`config.mk`:
```
export PLATFORM = sky130hd
export DESIGN_NAME = result_writer_flat
export DESIGN_NICKNAME = d
export VERILOG_FILES = /design/src/rtl/tester_pkg.sv /design/src/rtl/result_writer_if.sv /design/src/rtl/result_writer.sv /design/src/flat_wrapper.sv
export SDC_FILE = /design/constraint.sdc
export NUM_CORES = 1
export LEC_CHECK = 0
export CORE_MARGIN = 5
export CORE_UTILIZATION = 46
export CTS_BUF_LIST = sky130_fd_sc_hd__clkbuf_4 sky130_fd_sc_hd__clkbuf_8
export CTS_CLUSTER_DIAMETER = 150
export DETAILED_ROUTE_END_ITERATION = 6
export PLACE_DENSITY = 0.75
export SLEW_MARGIN = 20
export SYNTH_ARGS = -nofsm -noshare
export SYNTH_HDL_FRONTEND = slang
export SYNTH_SLANG_ARGS = --single-unit
export TNS_END_PERCENT = 100
```
`constraint.sdc`:
```
create_clock -name clock -period 5.45 [get_ports clock]
set_input_delay 1.09 -clock clock [delete_from_list [all_inputs] [get_ports clock]]
set_output_delay 1.09 -clock clock [all_outputs]
set_load 0.05 [all_outputs]
```
`src/rtl/tester_pkg.sv`:
```
// rtl/tester_pkg.sv - shared widths and result-writer state encoding
package tester_pkg;

    localparam int DEF_ADDR_WIDTH = 20;
    localparam int DEF_DATA_WIDTH = 16;
    localparam int DEF_RTF_WIDTH  = 24;
    localparam int DEF_CNT_WIDTH  = 16;

    typedef enum logic [2:0] {
        IDLE  = 3'd0,
        FETCH = 3'd1,
        LATCH = 3'd2,
        WR_LO = 3'd3,
        WR_HI = 3'd4,
        FIN   = 3'd5
    } rw_state_t;

endpackage

```
`src/rtl/result_writer_if.sv`:
```
// rtl/result_writer_if.sv - memory write-master bus used by the result writer
interface result_writer_if #(
    parameter int ADDR_WIDTH = 20,
    parameter int DATA_WIDTH = 16,
    parameter int BE_WIDTH   = DATA_WIDTH / 8
);
    logic [ADDR_WIDTH-1:0] address;
    logic [BE_WIDTH-1:0]   byteenable;
    logic                  write;
    logic [DATA_WIDTH-1:0] writedata;
    logic                  waitrequest;

    modport master (
        output address, byteenable, write, writedata,
        input  waitrequest
    );

    modport slave (
        input  address, byteenable, write, writedata,
        output waitrequest
    );
endinterface

```
`src/rtl/result_writer.sv`:
```
// rtl/result_writer.sv - drains result FIFO words into memory as two bus-width halves
module result_writer
    import tester_pkg::*;
#(
    parameter int ADDR_WIDTH = DEF_ADDR_WIDTH,
    parameter int DATA_WIDTH = DEF_DATA_WIDTH,
    parameter int BE_WIDTH   = DATA_WIDTH / 8,
    parameter int RTF_WIDTH  = DEF_RTF_WIDTH,
    parameter int CNT_WIDTH  = DEF_CNT_WIDTH
) (
    input  logic                  clock,
    input  logic                  reset_n,
    input  logic                  start,
    input  logic [ADDR_WIDTH-1:0] base_addr,
    input  logic [CNT_WIDTH-1:0]  max_words,
    input  logic                  flush,
    input  logic [RTF_WIDTH-1:0]  rfifo_dataq,
    input  logic                  rfifo_rdempty,
    output logic                  rfifo_rdreq,
    result_writer_if.master       mem,
    output logic                  busy,
    output logic                  done,
    output logic                  overflow,
    output logic [CNT_WIDTH-1:0]  words_written
);

    rw_state_t             state_q, state_d;
    logic [ADDR_WIDTH-1:0] addr_q;
    logic [RTF_WIDTH-1:0]  held_q;
    logic [CNT_WIDTH-1:0]  ww_q;
    logic [CNT_WIDTH-1:0]  max_q;
    logic                  ovf_q;
    logic                  start_ok;
    logic                  hit_limit;

    assign start_ok  = start && (state_q == IDLE || state_q == FIN);
    assign hit_limit = (max_q != '0) && ((ww_q + CNT_WIDTH'(1)) == max_q);

    always_comb begin
        state_d     = state_q;
        rfifo_rdreq = 1'b0;
        case (state_q)
            IDLE:    if (start_ok) state_d = FETCH;
            FETCH: begin
                if (!rfifo_rdempty) begin
                    rfifo_rdreq = 1'b1;
                    state_d     = LATCH;
                end else if (flush) begin
                    state_d = FIN;
                end
            end
            LATCH:   state_d = WR_LO;
            WR_LO:   if (!mem.waitrequest) state_d = WR_HI;
            WR_HI:   if (!mem.waitrequest) state_d = hit_limit ? FIN : FETCH;
            FIN:     if (start_ok) state_d = FETCH;
            default: state_d = IDLE;
        endcase
    end

    always_ff @(posedge clock or negedge reset_n) begin
        if (!reset_n) begin
            state_q <= IDLE;
            addr_q  <= '0;
            held_q  <= '0;
            ww_q    <= '0;
            max_q   <= '0;
            ovf_q   <= 1'b0;
        end else begin
            state_q <= state_d;
            if (start_ok) begin
                addr_q <= base_addr;
                max_q  <= max_words;
                ww_q   <= '0;
                ovf_q  <= 1'b0;
            end else begin
                if (state_q == LATCH)
                    held_q <= rfifo_dataq;
                // Address wraps naturally at 2^ADDR_WIDTH.
                if ((state_q == WR_LO || state_q == WR_HI) && !mem.waitrequest)
                    addr_q <= addr_q + ADDR_WIDTH'(BE_WIDTH);
                if (state_q == WR_HI && !mem.waitrequest)
                    ww_q <= ww_q + CNT_WIDTH'(1);
                if (state_q == FIN && !rfifo_rdempty)
                    ovf_q <= 1'b1;
            end
        end
    end

    // Bus strobes decode straight from the state register so reset drops write at once.
    always_comb begin
        mem.write      = 1'b0;
        mem.byteenable = '0;
        mem.writedata  = '0;
        if (state_q == WR_LO) begin
            mem.write      = 1'b1;
            mem.byteenable = '1;
            mem.writedata  = held_q[DATA_WIDTH-1:0];
        end else if (state_q == WR_HI) begin
            mem.write      = 1'b1;
            mem.byteenable = '1;
            mem.writedata  = DATA_WIDTH'(held_q[RTF_WIDTH-1:DATA_WIDTH]);
        end
    end

    assign mem.address   = addr_q;
    assign busy          = (state_q == FETCH) || (state_q == LATCH) ||
                           (state_q == WR_LO) || (state_q == WR_HI);
    assign done          = (state_q == FIN);
    assign overflow      = ovf_q || ((state_q == FIN) && !rfifo_rdempty);
    assign words_written = ww_q;

endmodule

```
`src/flat_wrapper.sv`:
```
// flat-port wrapper written by rule: the top's interface ports become plain ports
module result_writer_flat import tester_pkg::*;
#(
    parameter int ADDR_WIDTH = DEF_ADDR_WIDTH,
    parameter int DATA_WIDTH = DEF_DATA_WIDTH,
    parameter int BE_WIDTH   = DATA_WIDTH / 8,
    parameter int RTF_WIDTH  = DEF_RTF_WIDTH,
    parameter int CNT_WIDTH  = DEF_CNT_WIDTH
)
  (clock, reset_n, start, base_addr, max_words, flush, rfifo_dataq, rfifo_rdempty, rfifo_rdreq, busy, done, overflow, words_written, mem_address, mem_byteenable, mem_write, mem_writedata, mem_waitrequest);
  result_writer_if #(.ADDR_WIDTH(ADDR_WIDTH), .DATA_WIDTH(DATA_WIDTH), .BE_WIDTH(BE_WIDTH)) mem_i ();
  input  logic clock;
  input  logic reset_n;
  input  logic start;
  input  logic [ADDR_WIDTH-1:0] base_addr;
  input  logic [CNT_WIDTH-1:0] max_words;
  input  logic flush;
  input  logic [RTF_WIDTH-1:0] rfifo_dataq;
  input  logic rfifo_rdempty;
  output logic rfifo_rdreq;
  output logic busy;
  output logic done;
  output logic overflow;
  output logic [CNT_WIDTH-1:0] words_written;
  output wire logic [$bits(mem_i.address)-1:0] mem_address;
  output wire logic [$bits(mem_i.byteenable)-1:0] mem_byteenable;
  output wire logic [$bits(mem_i.write)-1:0] mem_write;
  output wire logic [$bits(mem_i.writedata)-1:0] mem_writedata;
  input wire logic [$bits(mem_i.waitrequest)-1:0] mem_waitrequest;
  assign mem_address = mem_i.address;
  assign mem_byteenable = mem_i.byteenable;
  assign mem_write = mem_i.write;
  assign mem_writedata = mem_i.writedata;
  assign mem_i.waitrequest = mem_waitrequest;
  result_writer #(.ADDR_WIDTH(ADDR_WIDTH), .DATA_WIDTH(DATA_WIDTH), .BE_WIDTH(BE_WIDTH), .RTF_WIDTH(RTF_WIDTH), .CNT_WIDTH(CNT_WIDTH)) u_core (.clock(clock), .reset_n(reset_n), .start(start), .base_addr(base_addr), .max_words(max_words), .flush(flush), .rfifo_dataq(rfifo_dataq), .rfifo_rdempty(rfifo_rdempty), .rfifo_rdreq(rfifo_rdreq), .mem(mem_i), .busy(busy), .done(done), .overflow(overflow), .words_written(words_written));
endmodule
```
==> results of run 1 <==
## flip-flops by register name, indices dropped and copies added (netlist names)
register	count
u_core.held_q	24
u_core.mem.address	20
u_core.max_q	16
u_core.words_written	16
u_core.state_q	3
u_core.ovf_q	1
## kinds of logic after synthesis
| kind of cell | Yosys count |
|---|---|
| compound gates | 86 |
| xor+xnor | 42 |
| fa+ha+maj | 2 |
| buf+inv | 35 |
| flops | 80 |
| mux | 45 |
| simple gates | 144 |
## layout make-up
cell class | instances | area share (%)
Multi-Input combinational cell | 319 | 37.9
Sequential cell | 80 | 33.8
Clock buffer | 12 | 2.79
Clock inverter | 4 | 0.866
Tap cell | 129 | 2.72
Inverter | 9 | 0.570
Timing Repair Buffer | 126 | 21.4
## worst register-to-register path: stages, from the launching register on
cell	delay [ps]
dfrtp_1	570
or2b_1	350
nand3b_1	150
a21oi_4	40
buf_4	310
nor2_1	860
o21ai_0	270
o41ai_1	130
## path summary, 6_finish.rpt
kind                              startpoint                       end  slack (ps)
max                        u_core.state_q[2]          mem_writedata[7]        1570
max in group asynchronous            reset_n          u_core.max_q[14]        4190
max reg2reg                u_core.state_q[2]  u_core.words_written[11]        2660
min in group asynchronous            reset_n     u_core.mem.address[6]         750
min reg2reg                     u_core.ovf_q              u_core.ovf_q         500
min                             u_core.ovf_q              u_core.ovf_q         500
## through the flow
step / total power [W] / area, um^2 / setup WS (ps) / std cells / utilization (%)
after CTS: 0.00316 / 5910 / 1560 / 678 / 63.6
final: 0.00314 / 5920 / 1570 / 679 / 63.8
after global routing: 0.00332 / 5920 / 1470 / 679 / 63.8
after floorplan: 0.00219 / 4390 / 2140 / 434 / -
after detailed placement: 0.00269 / 5690 / 1630 / 662 / 61.3
after global placement: 0.00264 / 5690 / 1660 / 662 / 61.3
## layout by cell type, fill, tap and decap left out, drive strengths merged, types with 4 or more instances in the layout
master	Yosys	routed
nor2	32	32
a22o	9	9
a21oi	8	8
inv	9	9
clkdlybuf4s50	0	123
nor4	9	9
o21ai	44	44
nand4	9	9
nand2	37	37
clkbuf	13	12
and2	12	12
and3	5	5
a31oi	4	4
dfrtp	80	80
o31ai	11	11
nand3	15	15
xnor2	32	32
mux2	42	42
xor2	10	10
nor3	8	8
## power breakdown
part	total (W)	internal (W)	switching (W)
Combinational	0.00159	0.000664	0.000922
Clock	0.000471	0.000249	0.000222
Sequential	0.00109	0.000835	0.000253
Total	0.00314	0.00175	0.00140
## routing by layer
metal,global-route usage [%],up-vias
li1,-,1763
met1,25.9,1756
met2,32.0,128
met3,4.14,19
met4,7.57,0
met5,0,-
==> impl_metrics.py, run 1 <==
metrics = {
    "status": {
        "status": "finished, final reports clean",
    },
    "timing": {
        "grt_setup_unrepaired": "false",
        "slew_headroom_pct": 33.5,
        "fin_setup_tns_ps": 0,
        "finalSetupViolCount": 0,
        "holdWs_ps": 499,
        "hold_violations": 0,
        "fin_crit_ps": 3880,
        "finalCritPeriodShare_pct": 71.2,
        "finClkSkew_ps": 10.3,
        "final-max-slew-violation-count": 0,
        "worst_pin_slew_ps": 994,
        "fmax_mhz": 258,
    },
    "synthesis": {
        "yosysWarnings": 0,
        "synthCells": 434,
        "syn_area_mm2": 0.00439,
        "synth.most_common_cell": "dfrtp_1",
        "ys.flop_type": "dfrtp_1",
        "synth_xor_area_share_pct": 8.37,
        "synth_top_cell_area_share_pct": 45.6,
        "muxShareOfSynthArea_pct": 11.4,
        "syn-num-nets": 502,
        "async_flop_share_pct": 100,
        "synth.area.top_cells": "dfrtp_1 (46%), mux2_2 (11%), xnor2_1 (6.4%)",
        "avgSynthCellArea_um2": 10.1,
        "ys_seq_area_share_pct": 45.6,
        "synth_top_family_by_area": "simple AND/OR/NAND/NOR gates",
        "synth-edff-count": 0,
        "synth_cell_types": 49,
        "synth_seq_cells": 80,
        "synth_commonest_cells": "dfrtp_1 (80), mux2_2 (42), o21ai_0 (40), nand2_1 (37)",
        "synth-compound-area-share_pct": 12.4,
        "synth_area_leader_cell": "dfrtp_1",
        "yosys.area_share.simple_pct": 18.0,
        "synth_fa_ha_area_share_pct": 0.569,
    },
    "drt": {
        "postRouteAntennaNets": 0,
        "drt_wl_total_um": 11400,
        "dr_wl_met2_um": 5320,
        "vias_per_cell": 5.40,
        "drt_iter0_markers": 177,
        "drc": 0,
        "highest_layer": "met4",
        "dr_wl_met3_um": 715,
        "vias": 3666,
        "drt-pass1-iter-count": 4,
        "wl_met1_um": 5110,
        "routedWlPerCell_um": 16.7,
    },
    "floorplanning": {
        "dieWidth_um": 108,
        "initial_utilization_pct": 47.3,
        "rows": 35,
        "design.core.area_mm2": 0.00928,
        "die_y_um": 108,
        "ios": 125,
        "dieArea_mm2": 0.0116,
    },
    "clock_tree": {
        "tritoncts": "built",
        "clkSinkCount": 80,
        "postCtsSetupRepairBufs": 0,
        "cts_buffer_depth": 2,
        "path_clk_slew_ps": 80,
        "h-tree-depth": 3,
        "clock_latency_ps": 350,
        "cts_hold_buf": 0,
        "root_buffer": "clkbuf_8",
        "post_cts_resized": 0,
        "cts_made_buffers": 9,
    },
    "setup_path": {
        "crit_required_ps": 4360,
        "cp.depth": 3,
        "crit_type": "flop to output pin",
        "path_buf_inv": 1,
        "critPathMaxFanout": 15,
        "rr_worst_depth": 7,
        "cp.arrival_ps": 2790,
        "cp_slowest_stage_delay_ps": 810,
        "crit_chain": "nor3b_2 > a22o_1 > clkdlybuf4s50_1",
        "end_kind": "output pin",
        "cpLargestDelayFamily": "buffers and inverters",
        "cp-start-kind": "flop",
        "slowest_stage": "clkdlybuf4s50_1",
    },
    "grt": {
        "grt_use_total_pct": 19.8,
        "grt_pass1_wl_um": 18300,
        "grt_pass1_vias": 3704,
        "antenna_found_initial": 0,
        "gr-total-overflow": 0,
        "grt_max_degree": 81,
    },
    "run": {
        "drv_cap": 0,
    },
    "power_and_ir_drop": {
        "powerDensity_mw_per_mm2": 531,
        "leakage_nw": 2.29,
        "ir_drop_mv": 0.315,
    },
    "final_layout": {
        "num-fill-cells": 778,
        "area_growth_syn_to_layout_pct": 34.8,
        "ff_latch_area_mm2": 0.00200,
        "drive_gt1_share_pct": 13.5,
        "finalNetCount": 613,
        "antennaDiodeCount": 0,
        "multi_input_area_mm2": 0.00225,
    },
    "hold_path": {
        "hp-class": "flop to flop",
        "hold_depth": 2,
    },
    "placement": {
        "routabilityCongestion": 0.899,
        "dpl.hpwl_um": 8270,
        "numPortBuffers": 124,
    },
}
No activity file was read; power rests on OpenSTA's default activity.
==> inputs of run 2 (changes only) <==
--- a/config.mk
+++ b/config.mk
@@ -6,11 +6,11 @@
 export NUM_CORES = 1
 export LEC_CHECK = 0
 export CORE_MARGIN = 5
-export CORE_UTILIZATION = 46
+export CORE_UTILIZATION = 45
 export CTS_BUF_LIST = sky130_fd_sc_hd__clkbuf_4 sky130_fd_sc_hd__clkbuf_8
 export CTS_CLUSTER_DIAMETER = 150
 export DETAILED_ROUTE_END_ITERATION = 6
-export PLACE_DENSITY = 0.75
+export PLACE_DENSITY = 0.76
 export SLEW_MARGIN = 20
 export SYNTH_ARGS = -nofsm -noshare
 export SYNTH_HDL_FRONTEND = slang
==> constraint.sdc (replaced) <==
create_clock -name clock -period 3.45 [get_ports clock]
set_input_delay 0.69 -clock clock [delete_from_list [all_inputs] [get_ports clock]]
set_output_delay 0.69 -clock clock [all_outputs]
set_load 0.05 [all_outputs]
==> run 2 against run 1 <==
  * Critical path depth unchanged
  * Count of clock-buffer cells in the layout decreased by 2
  * Combinational power increased by 59%
  * Cell count increased by 1.5%
  * Sequential cell count unchanged
  * Register-to-register slack got worse by 1800 ps
  * Worst setup slack got worse by 1400 ps
  * Via count increased by 1.1%
  * Die area increased by 2.0%
  * Worst hold slack got worse by 160 ps
  * Critical path type unchanged
  * Critical endpoint is now mem_byteenable[1]
  * Highest routed layer unchanged
==> impl_metrics.py, run 2 (synthesis results as in run 1) <==
metrics = {
    "clock_tree": {
        "cts_made_buffers": 9,
        "post_cts_resized": 0,
        "clkSinkCount": 80,
        "tritoncts": "built",
        "cts_buffer_depth": 2,
        "cts_hold_buf": 0,
        "root_buffer": "clkbuf_8",
        "clock_latency_ps": 360,
        "postCtsSetupRepairBufs": 0,
        "path_clk_slew_ps": 80,
        "h-tree-depth": 3,
    },
    "timing": {
        "fin_setup_tns_ps": 0,
        "fmax_mhz": 308,
        "grt_setup_unrepaired": "false",
        "finalCritPeriodShare_pct": 94.2,
        "worst_pin_slew_ps": 900,
        "finalSetupViolCount": 0,
        "hold_violations": 0,
        "fin_crit_ps": 3250,
        "slew_headroom_pct": 40.0,
        "fin_ws_ps": 201,
        "final-max-slew-violation-count": 0,
        "finClkSkew_ps": 7.73,
    },
    "grt": {
        "gr-total-overflow": 0,
        "antenna_found_initial": 0,
        "grt_pass1_vias": 3702,
        "grt_max_degree": 81,
        "grt_pass1_wl_um": 18500,
        "grt_use_total_pct": 19.9,
    },
    "setup_path": {
        "cp.arrival_ps": 2560,
        "cp-start-kind": "flop",
        "crit_required_ps": 2760,
        "crit_type": "flop to output pin",
        "critPathMaxFanout": 16,
        "cp_slowest_stage_delay_ps": 820,
        "end_kind": "output pin",
        "crit_chain": "and3b_1 > or2b_1 > clkdlybuf4s50_1",
        "slowest_stage": "clkdlybuf4s50_1",
    },
    "power_and_ir_drop": {
        "powerDensity_mw_per_mm2": 834,
        "ir_drop_mv": 0.414,
        "leakage_nw": 2.32,
    },
    "floorplanning": {
        "die_y_um": 109,
        "initial_utilization_pct": 45.6,
        "rows": 36,
        "design.core.area_mm2": 0.00964,
        "ios": 125,
        "dieArea_mm2": 0.0118,
        "dieWidth_um": 109,
    },
    "final_layout": {
        "top_register": "u_core.held_q",
        "fin_cells": 689,
        "num-fill-cells": 827,
        "area_growth_syn_to_layout_pct": 35.2,
        "largest_reg_flops": 24,
        "final_area_mm2": 0.00594,
        "drive_gt1_share_pct": 14.7,
        "finalNetCount": 619,
        "final_common_cell": "clkdlybuf4s50_1",
        "layout_common_cells": "clkdlybuf4s50_1 (121), dfrtp_1 (80), mux2_2 (42)",
        "antennaDiodeCount": 0,
    },
    "drt": {
        "vias": 3706,
        "postRouteAntennaNets": 0,
        "drt_wl_total_um": 11300,
        "drt-pass1-iter-count": 4,
        "routedWlPerCell_um": 16.5,
        "drt_iter0_markers": 193,
        "vias_per_cell": 5.38,
        "drc": 0,
    },
    "placement": {
        "dpl.hpwl_um": 8390,
        "numPortBuffers": 124,
        "dp_cells": 673,
        "dpl-instance-area_mm2": 0.00574,
        "routabilityCongestion": 0.899,
        "dp_slack_ps": 396,
    },
    "run": {
        "drv_cap": 0,
    },
    "status": {
        "status": "finished, final reports clean",
    },
    "hold_path": {
        "hp-class": "input port to asynchronous set/reset pin",
    },
}
## run 2: cell count changes in the layout (fill, tap and decap cells not counted)
cell and delta:
buf_8 -1, clkinv_2 +3, clkbuf_8 -2, buf_4 +9, clkinvlp_4 -1, clkdlybuf4s50_1 -2
## run 2: critical path: cells and delay by family (launching register included)
family,cells,cell delay [ps]
buffers and inverters,1,820
flip-flops,1,570
AND/OR/NAND/NOR,2,820
## run 2: stage by stage
stage / total power, W / utilization (%) / hold WS (ps)
global route: 0.00525 / 61.6 / 436
CTS: 0.00500 / 61.6 / 509
global placement: 0.00421 / 59.6 / 481
floorplan: 0.00347 / - / 394
finish: 0.00495 / 61.6 / 339
detailed placement: 0.00429 / 59.6 / 491
## run 2: path summary, 6_finish.rpt
path / start / end / cells past startpoint / slack (ps)
worst max register to register: u_core.state_q[2] / u_core.mem.address[14] / 7 / 880
worst min register to register: u_core.ovf_q / u_core.ovf_q / 2 / 500
worst min-delay path: reset_n / u_core.mem.address[6] / 1 / 340
max in group asynchronous: reset_n / u_core.mem.address[12] / 1 / 2580
worst max-delay path: u_core.state_q[2] / mem_byteenable[1] / 3 / 200
min in group clock: u_core.ovf_q / u_core.ovf_q / 2 / 500
## run 2: layout make-up
type	instances	area (um^2)	share of cell area (%)
Inverter	9	33.8	0.569
Clock buffer	10	138	2.32
Sequential cell	80	2000	33.7
Multi-Input combinational cell	319	2250	37.8
Timing Repair Buffer	132	1300	21.8
Tap cell	133	166	2.80
Clock inverter	6	58.8	0.990
## run 2: report_power, final
group	switching [W]	internal [W]
Sequential	0.000402	0.00132
Clock	0.000354	0.000350
Combinational	0.00146	0.00107
Total	0.00221	0.00274
## run 2: metal layers
metal / track usage [%] / vias to the layer above / routed length, um / share of wire [%]
met5: 0 / - / 0 / 0
met1: 27.0 / 1782 / 5090 / 45
met4: 7.12 / 0 / 169 / 1.5
li1: - / 1775 / - / -
met3: 3.73 / 13 / 794 / 7.0
met2: 31.8 / 136 / 5290 / 47
==> inputs of run 3 (changes only) <==
--- a/config.mk
+++ b/config.mk
@@ -7,7 +7,7 @@
 export LEC_CHECK = 0
 export CORE_MARGIN = 5
 export CORE_UTILIZATION = 45
-export CTS_BUF_LIST = sky130_fd_sc_hd__clkbuf_4 sky130_fd_sc_hd__clkbuf_8
+export CTS_BUF_LIST = sky130_fd_sc_hd__clkbuf_8
 export CTS_CLUSTER_DIAMETER = 150
 export DETAILED_ROUTE_END_ITERATION = 6
 export PLACE_DENSITY = 0.76
==> results of run 3 <==
Final layout, timing and power as in run 2 (identical DEF).
